--- src/rtl/s1_sequenciador_pontos.sv ---
// Scoring-pass sequencer: reads the per-round error counts from MemErro and
// builds a saturating score, then pulses pronto once the last round is in.
module s1_sequenciador_pontos #(
  parameter int ADDR_W     = 4,
  parameter int ERR_W      = 4,
  parameter int SCORE_W    = 8,
  parameter int SCORE_INIT = 100,
  parameter int PENALTY    = 5
) (
  input  logic                      clock,
  input  logic                      reset_n,
  input  logic                      iniciar,
  input  logic                      cancelar,
  input  logic [ADDR_W:0]           num_rodadas,
  input  logic [ERR_W-1:0]          mem_dado,
  output logic [ADDR_W-1:0]         mem_addr,
  output logic                      mem_rd,
  output logic [SCORE_W-1:0]        pontos,
  output logic [ADDR_W+ERR_W-1:0]   erros_total,
  output logic                      pontos_valido,
  output logic                      ocupado,
  output logic                      pronto,
  output logic [2:0]                db_estado
);

  typedef enum logic [2:0] {
    OCIOSO  = 3'd0,
    CARREGA = 3'd1,
    LE      = 3'd2,
    ACUMULA = 3'd3,
    PROXIMO = 3'd4,
    FIM     = 3'd5
  } estado_t;

  localparam int PW = ERR_W + SCORE_W;
  localparam logic [ADDR_W:0] MAX_N = {1'b1, {ADDR_W{1'b0}}};

  estado_t                  state_q, state_d;
  logic [ADDR_W:0]          n_q, n_d;
  logic [ADDR_W-1:0]        addr_q, addr_d;
  logic [SCORE_W-1:0]       pontos_q, pontos_d;
  logic [ADDR_W+ERR_W-1:0]  erros_q, erros_d;
  logic                     valido_q, valido_d;
  logic                     rd_q, rd_d;
  logic                     ocupado_q, ocupado_d;
  logic                     pronto_q, pronto_d;
  logic [PW-1:0]            penalty;
  logic [PW-1:0]            pontos_ext;

  // Status strobes are registered from the next state so they line up with it.
  always_comb begin
    state_d    = state_q;
    n_d        = n_q;
    addr_d     = addr_q;
    pontos_d   = pontos_q;
    erros_d    = erros_q;
    valido_d   = valido_q;
    penalty    = PW'(mem_dado) * PW'(PENALTY);
    pontos_ext = PW'(pontos_q);

    if (state_q != OCIOSO && cancelar) begin
      state_d  = OCIOSO;
      valido_d = 1'b0;
    end else begin
      case (state_q)
        OCIOSO: begin
          if (iniciar && !cancelar) begin
            state_d  = CARREGA;
            n_d      = (num_rodadas > MAX_N) ? MAX_N : num_rodadas;
            pontos_d = SCORE_W'(SCORE_INIT);
            erros_d  = '0;
            addr_d   = '0;
            valido_d = 1'b0;
          end
        end
        CARREGA: state_d = (n_q == '0) ? FIM : LE;
        LE:      state_d = ACUMULA;
        ACUMULA: begin
          // Product is kept wide so a large error count saturates instead of wrapping.
          pontos_d = (pontos_ext > penalty) ? SCORE_W'(pontos_ext - penalty) : '0;
          erros_d  = erros_q + (ADDR_W+ERR_W)'(mem_dado);
          state_d  = PROXIMO;
        end
        PROXIMO: begin
          if ({1'b0, addr_q} == n_q - 1'b1) begin
            state_d = FIM;
          end else begin
            addr_d  = addr_q + 1'b1;
            state_d = LE;
          end
        end
        FIM:     state_d = OCIOSO;
        default: state_d = OCIOSO;
      endcase
    end

    if (state_d == FIM) valido_d = 1'b1;
    rd_d      = (state_d == LE);
    ocupado_d = (state_d != OCIOSO);
    pronto_d  = (state_d == FIM);
  end

  always_ff @(posedge clock or negedge reset_n) begin
    if (!reset_n) begin
      state_q   <= OCIOSO;
      n_q       <= '0;
      addr_q    <= '0;
      pontos_q  <= '0;
      erros_q   <= '0;
      valido_q  <= 1'b0;
      rd_q      <= 1'b0;
      ocupado_q <= 1'b0;
      pronto_q  <= 1'b0;
    end else begin
      state_q   <= state_d;
      n_q       <= n_d;
      addr_q    <= addr_d;
      pontos_q  <= pontos_d;
      erros_q   <= erros_d;
      valido_q  <= valido_d;
      rd_q      <= rd_d;
      ocupado_q <= ocupado_d;
      pronto_q  <= pronto_d;
    end
  end

  assign mem_addr      = addr_q;
  assign mem_rd        = rd_q;
  assign pontos        = pontos_q;
  assign erros_total   = erros_q;
  assign pontos_valido = valido_q;
  assign ocupado       = ocupado_q;
  assign pronto        = pronto_q;
  assign db_estado     = state_q;

endmodule
--- config.mk ---
export PLATFORM = sky130hd
export DESIGN_NAME = s1_sequenciador_pontos
export DESIGN_NICKNAME = d
export VERILOG_FILES = /design/src/rtl/s1_sequenciador_pontos.sv
export SDC_FILE = /design/constraint.sdc
export NUM_CORES = 1
export LEC_CHECK = 0
export ABC_AREA = 1
export BUFFER_PORTS_ARGS = -buffer_cell sky130_fd_sc_hd__buf_2
export CORE_ASPECT_RATIO = 0.6
export CORE_UTILIZATION = 50
export DETAILED_ROUTE_END_ITERATION = 8
export GPL_TIMING_DRIVEN = 0
export HOLD_SLACK_MARGIN = 0.03
export PLACE_DENSITY = 0.75
export SETUP_SLACK_MARGIN = 0.2
export SLEW_MARGIN = 10
export SYNTH_ARGS = -nofsm -noshare
export SYNTH_HDL_FRONTEND = slang
export SYNTH_SLANG_ARGS = --single-unit
--- constraint.sdc ---
create_clock -name clock -period 4.9 [get_ports clock]
set_input_delay 0.49 -clock clock [delete_from_list [all_inputs] [get_ports clock]]
set_output_delay 0.49 -clock clock [all_outputs]
set_load 0.005 [all_outputs]
[After elaboration in Yosys (flattened, before gate mapping)]
Cells that the tools add are included.
Word-level totals
  register bits after elaboration: 32
  output and inout port bits: 27
  word-level logic and storage cells: 59
Operators by class
  add/sub/neg operators: 4
  $mul: 1
  order comparisons: 2
  equality and inequality tests: 9
  multiplexer cells: 18
  bitwise gates (word level): 1
  reduce and logical (&&, ||, !) cells: 15
Operators with widths (count)
  $pmux W8 S2: 2
  $mux W8: 3
  $pmux W3 S5: 1
  $mux W3: 4
  $reduce_bool A3 Y1: 4
  $eq A3 B2 Y1 const B: 3
  $add A8 B4 Y8: 1
  $gt A8 B7 Y1: 1
  $mux W4: 2
  $pmux W4 S2: 1
  $sub A8 B7 Y8: 1
  $mul A4 B3 Y7 const B: 1
  $eq A3 B3 Y1 const B: 2
  $reduce_and A3 Y1: 2
  $eq A4 B5 Y1: 1
  $gt A5 B5 Y1 const B: 1
  $logic_not A5 Y1: 1
  $mux W5: 1
  $sub A5 B1 Y5 const B: 1
  $add A4 B1 Y4 const B: 1
  $mux W1: 4
  $ne A2 B2 Y1 const B: 2
  $reduce_and A4 Y1: 1
  $reduce_bool A2 Y1: 2
  6 further kinds: 7

[Longest topological paths before layout]
  word-level depth: 8
  mapped depth: 14
  mapped depth without buffers: 14

[Worst setup path after synthesis]
No wires, ideal clock.
  kind: in2reg
  from: in mem_dado[1]
  to: reg pontos_q[7] (netlist: pontos[7])
  library setup time: 83 ps
  data arrival time: 2505 ps
  data required time: 4817 ps
  slack: 2313 ps
  stages on the path: 14
  buffers on the path: 0
  path through: ha_1 -> ha_1 -> inv_1 -> fa_1 -> xor2_1 -> ha_1 -> inv_1 -> o21ai_0 -> nand3_1 -> nand4_1 -> nand2_1 -> nor2_1 -> nand2_1 -> o21ai_0
On the way
  word-level cells in the longest chain between the ends: 4
  elaborated cells on any way between the ends: 5
  classes of those cells: add/sub (1); mul (1); order compare (1); mux (2)
Ends and longest elaborated chain
  start, declared: RTL line 15  | input logic [ERR_W-1:0] mem_dado,
  $mul A4 B3 Y7 *: RTL line 58  | penalty = PW'(mem_dado) * PW'(PENALTY);
  $sub A8 B7 Y8 / $gt A8 B7 Y1 (equally long branches): RTL line 80  | pontos_d = (pontos_ext > penalty) ? SCORE_W'(pontos_ext - penalty) : '0;
  $mux W8 *: RTL line 80
  $pmux W8 S2 *: RTL line 65  | case (state_q)
  end signal, assigned: RTL line 118  | pontos_q <= pontos_d;
  end, declared: RTL line 41  | logic [SCORE_W-1:0] pontos_q, pontos_d;
Every way passes the cells marked *; elsewhere a longest branch is shown, timed or not.
A chain may end at the register's enable or synchronous reset.

[Worst setup path after layout]
Same ends and word-level chain as after synthesis.

==> metrics.yaml <==
outcome: "complete, no violations"
drive_above_1_share_pct: 18.0
timing_worst_slew_pin_value_ns: 0.715
setup_viol_count_final: 0
register_clock_pin_slew_on_the_reported_worst_setup_and_hold_paths_ns: 0.07
power-per-cell-area_mw_per_mm2: 542
hpwl_mm: 4.03
inserted_clock_buffers: 5
design.final.nets: 359
gr-usage-met1_pct: 37.4
post-synth-top-area-cell: "dfrtp_1"
htree_levels: 2
part_of_the_yosys_area_used_for_sequential_elements_pct: 37.3
row_count: 18
detail_route.iter0.violations: 128
cap_violations: 0
critPathTopFamily: "adder cells"
floorplan.initialDensity_pct: 52.1
setup.reg_to_reg.worst_slack_ns: 2.90
floorplan.die.height_um: 52.8
port_buffers: 39
min_path_type: "in -> async"
synth_async_sr_flop_share_pct: 100
detailedRoute.firstPassIterationCount: 4
synth_enable_flop_cells: 0
r2r-end: "pontos[7]"
cts_hold_buffers: 0
die_area_sq_mm: 0.00457
synth_top_cells_by_area: "dfrtp_1, nand2_1, ha_1, inv_1, nand3_1"
timing.setup.critical_path_class: "in -> reg"
first_pass_grt_wire_length_mm: 8.26
worst_rel_slew_slack_pct: 52.3
post_syn_area_sq_mm: 0.00215
fillCellCount: 376
synth_to_final_area_change_pct: 16.8
synth_top_area_share_pct: 37.3
power.ir.vdd_worst_uv: 281
yosys_warnings: 0
worst_r2r_path_depth: 12
cp_slowest_stage_delay_ns: 0.38
viasPerCell: 5.10
timing.critical_path.cells: "buf_2 > ha_1 > ha_1 > inv_1 > fa_1 > xor2_1 > ha_1 > inv_1 > o21ai_0 > nand3_1 > nand4_1 > nand2_1 > nor2_1 > nand2_1 > o21ai_0"
final.period_utilization_pct: 57.1
top_ff_cell_synth: "dfrtp_1"
grt_antenna_before_repair: 0
globalRoute.busiestLayer: "met1"
dieWidth_um: 86.6
grt_remaining_overflow: 0
synth.ff_latch_count: 32
hold_ws_ns: 0.246
wl_per_cell_um: 13.2
static-leakage-power_nw: 1.42
cp_common_cell: "ha_1"
grt_max_degree: 33
fp.coreArea_sq_mm: 0.00412
cp-end-kind: "flip-flop"
drv_slew: 0
synth.top_cells.by_count: "nand2_1, inv_1, dfrtp_1, nand3_1"
grt_usage_pct: 24.6
totalNegativeSetupSlack_ns: 0
finalPower_w: 0.00136
cp.arrival_ns: 3.00
vias_in_the_first_global_route: 1719
yosysUniqueCellTypes: 28
boundary_pins: 40
antenna_cells: 0
fmax_mhz: 358
reg2reg_from: "pontos[0]"
worstSkewPairLatency_ns: 0.29
cp_slowest_cell: "fa_1"
worst_clock_skew_ns: 0.00520
synthMostInstantiatedCell: "nand2_1"
finalHoldViolations: 0
drc: 0
synth_fp_nets: 313
cp.required_ns: 5.10
gr-usage-met3_pct: 5.67
cts_max_path_buffers: 2
setup_repair_after_global_routing_missed_its_margin: "false"
cts.sinks: 32
setup.worst_path.start_class: "primary input"
detail-route-antenna-nets: 0
critPathBufInv: 3
vias: 1974
post_synth_inst_count: 280
tritoncts: "yes"
post_cts_resize_count: 0
clockRootBuffer: "clkbuf_8"
setup.worst_path.start: "mem_dado[1]"
synthesis.area_per_instance_sq_um: 7.67
gr-usage-met2_pct: 35.3
gpl.final_weighted_congestion: 0.939
crit_path_max_fanout: 4
detail_route.wirelength_mm: 5.11
postCtsSetupRepairBufs: 0
post-route-min-period_ns: 2.80
-- cell type report --
cell class / instances / area [sq um] / share of cell area (%)
flip-flops and latches: 32 / 801 / 31.9
inverters: 46 / 173 / 6.88
repair buffers: 39 / 195 / 7.78
clock buffers: 8 / 90.1 / 3.59
plain buffers: 1 / 11.3 / 0.449
well taps: 60 / 75.1 / 2.99
multi-input cells: 201 / 1160 / 46.4
-- registers in the layout, summed over array words and instances, names as in the netlist --
register / count
pontos_valido: 1
db_estado: 3
erros_total: 8
ocupado: 1
mem_addr: 4
pontos: 8
mem_rd: 1
pronto: 1
n_q: 5
-- cells in the final DEF (no fill, tap or decap), types with 3 or more instances in the layout --
cell type   n
nand2_1    73
inv_1      43
buf_2      39
dfrtp_1    32
nand3_1    21
nor2_1     19
o21ai_0    19
ha_1       17
a21oi_1    13
xor2_1      6
clkbuf_8    6
nand4_1     5
nor3_1      4
inv_2       3
xnor2_1     3
fa_1        3
-- how the worst max path moves through the flow --
stage                           end  cells past startpoint
after detailed placement  pontos[7]                     15
after global routing      pontos[7]                     15
after CTS                 pontos[7]                     15
after floorplan           pontos[7]                     14
after global placement    pontos[7]                     15
final                     pontos[7]                     15
-- layer usage --
| layer | wire length (um) | part of all wire [%] |
|---|---|---|
| met1 | 2590 | 51 |
| met2 | 2080 | 41 |
| met3 | 411 | 8.0 |
| met4 | 20 | 0.39 |
| met5 | 0 | 0 |
-- where the power goes --
| group | internal (W) | switching (W) | total (W) |
|---|---|---|---|
| Combinational | 0.000277 | 0.000435 | 0.000712 |
| Clock | 0.000115 | 0.0000986 | 0.000213 |
| Sequential | 0.000354 | 0.0000808 | 0.000434 |
-- through the flow --
stage	instance area, sq um	util, %	setup WS [ns]	std cells
CTS	2510	60.9	2.11	387
floorplan	2150	-	2.31	280
global placement	2420	58.7	1.91	379
finish	2510	60.9	2.10	387
detailed placement	2420	58.7	1.82	379
global route	2510	60.9	1.89	387
-- cell families after synthesis --
logic type,synth area share (%)
AOI/OAI and AO/OA,9.90
xor gates and xnor gates,3.67
adders and majority gates,12.7
buffers and inverters,8.56
DFF,37.3
and+or+nand+nor,27.9
Power figures use the tool's default switching activity.
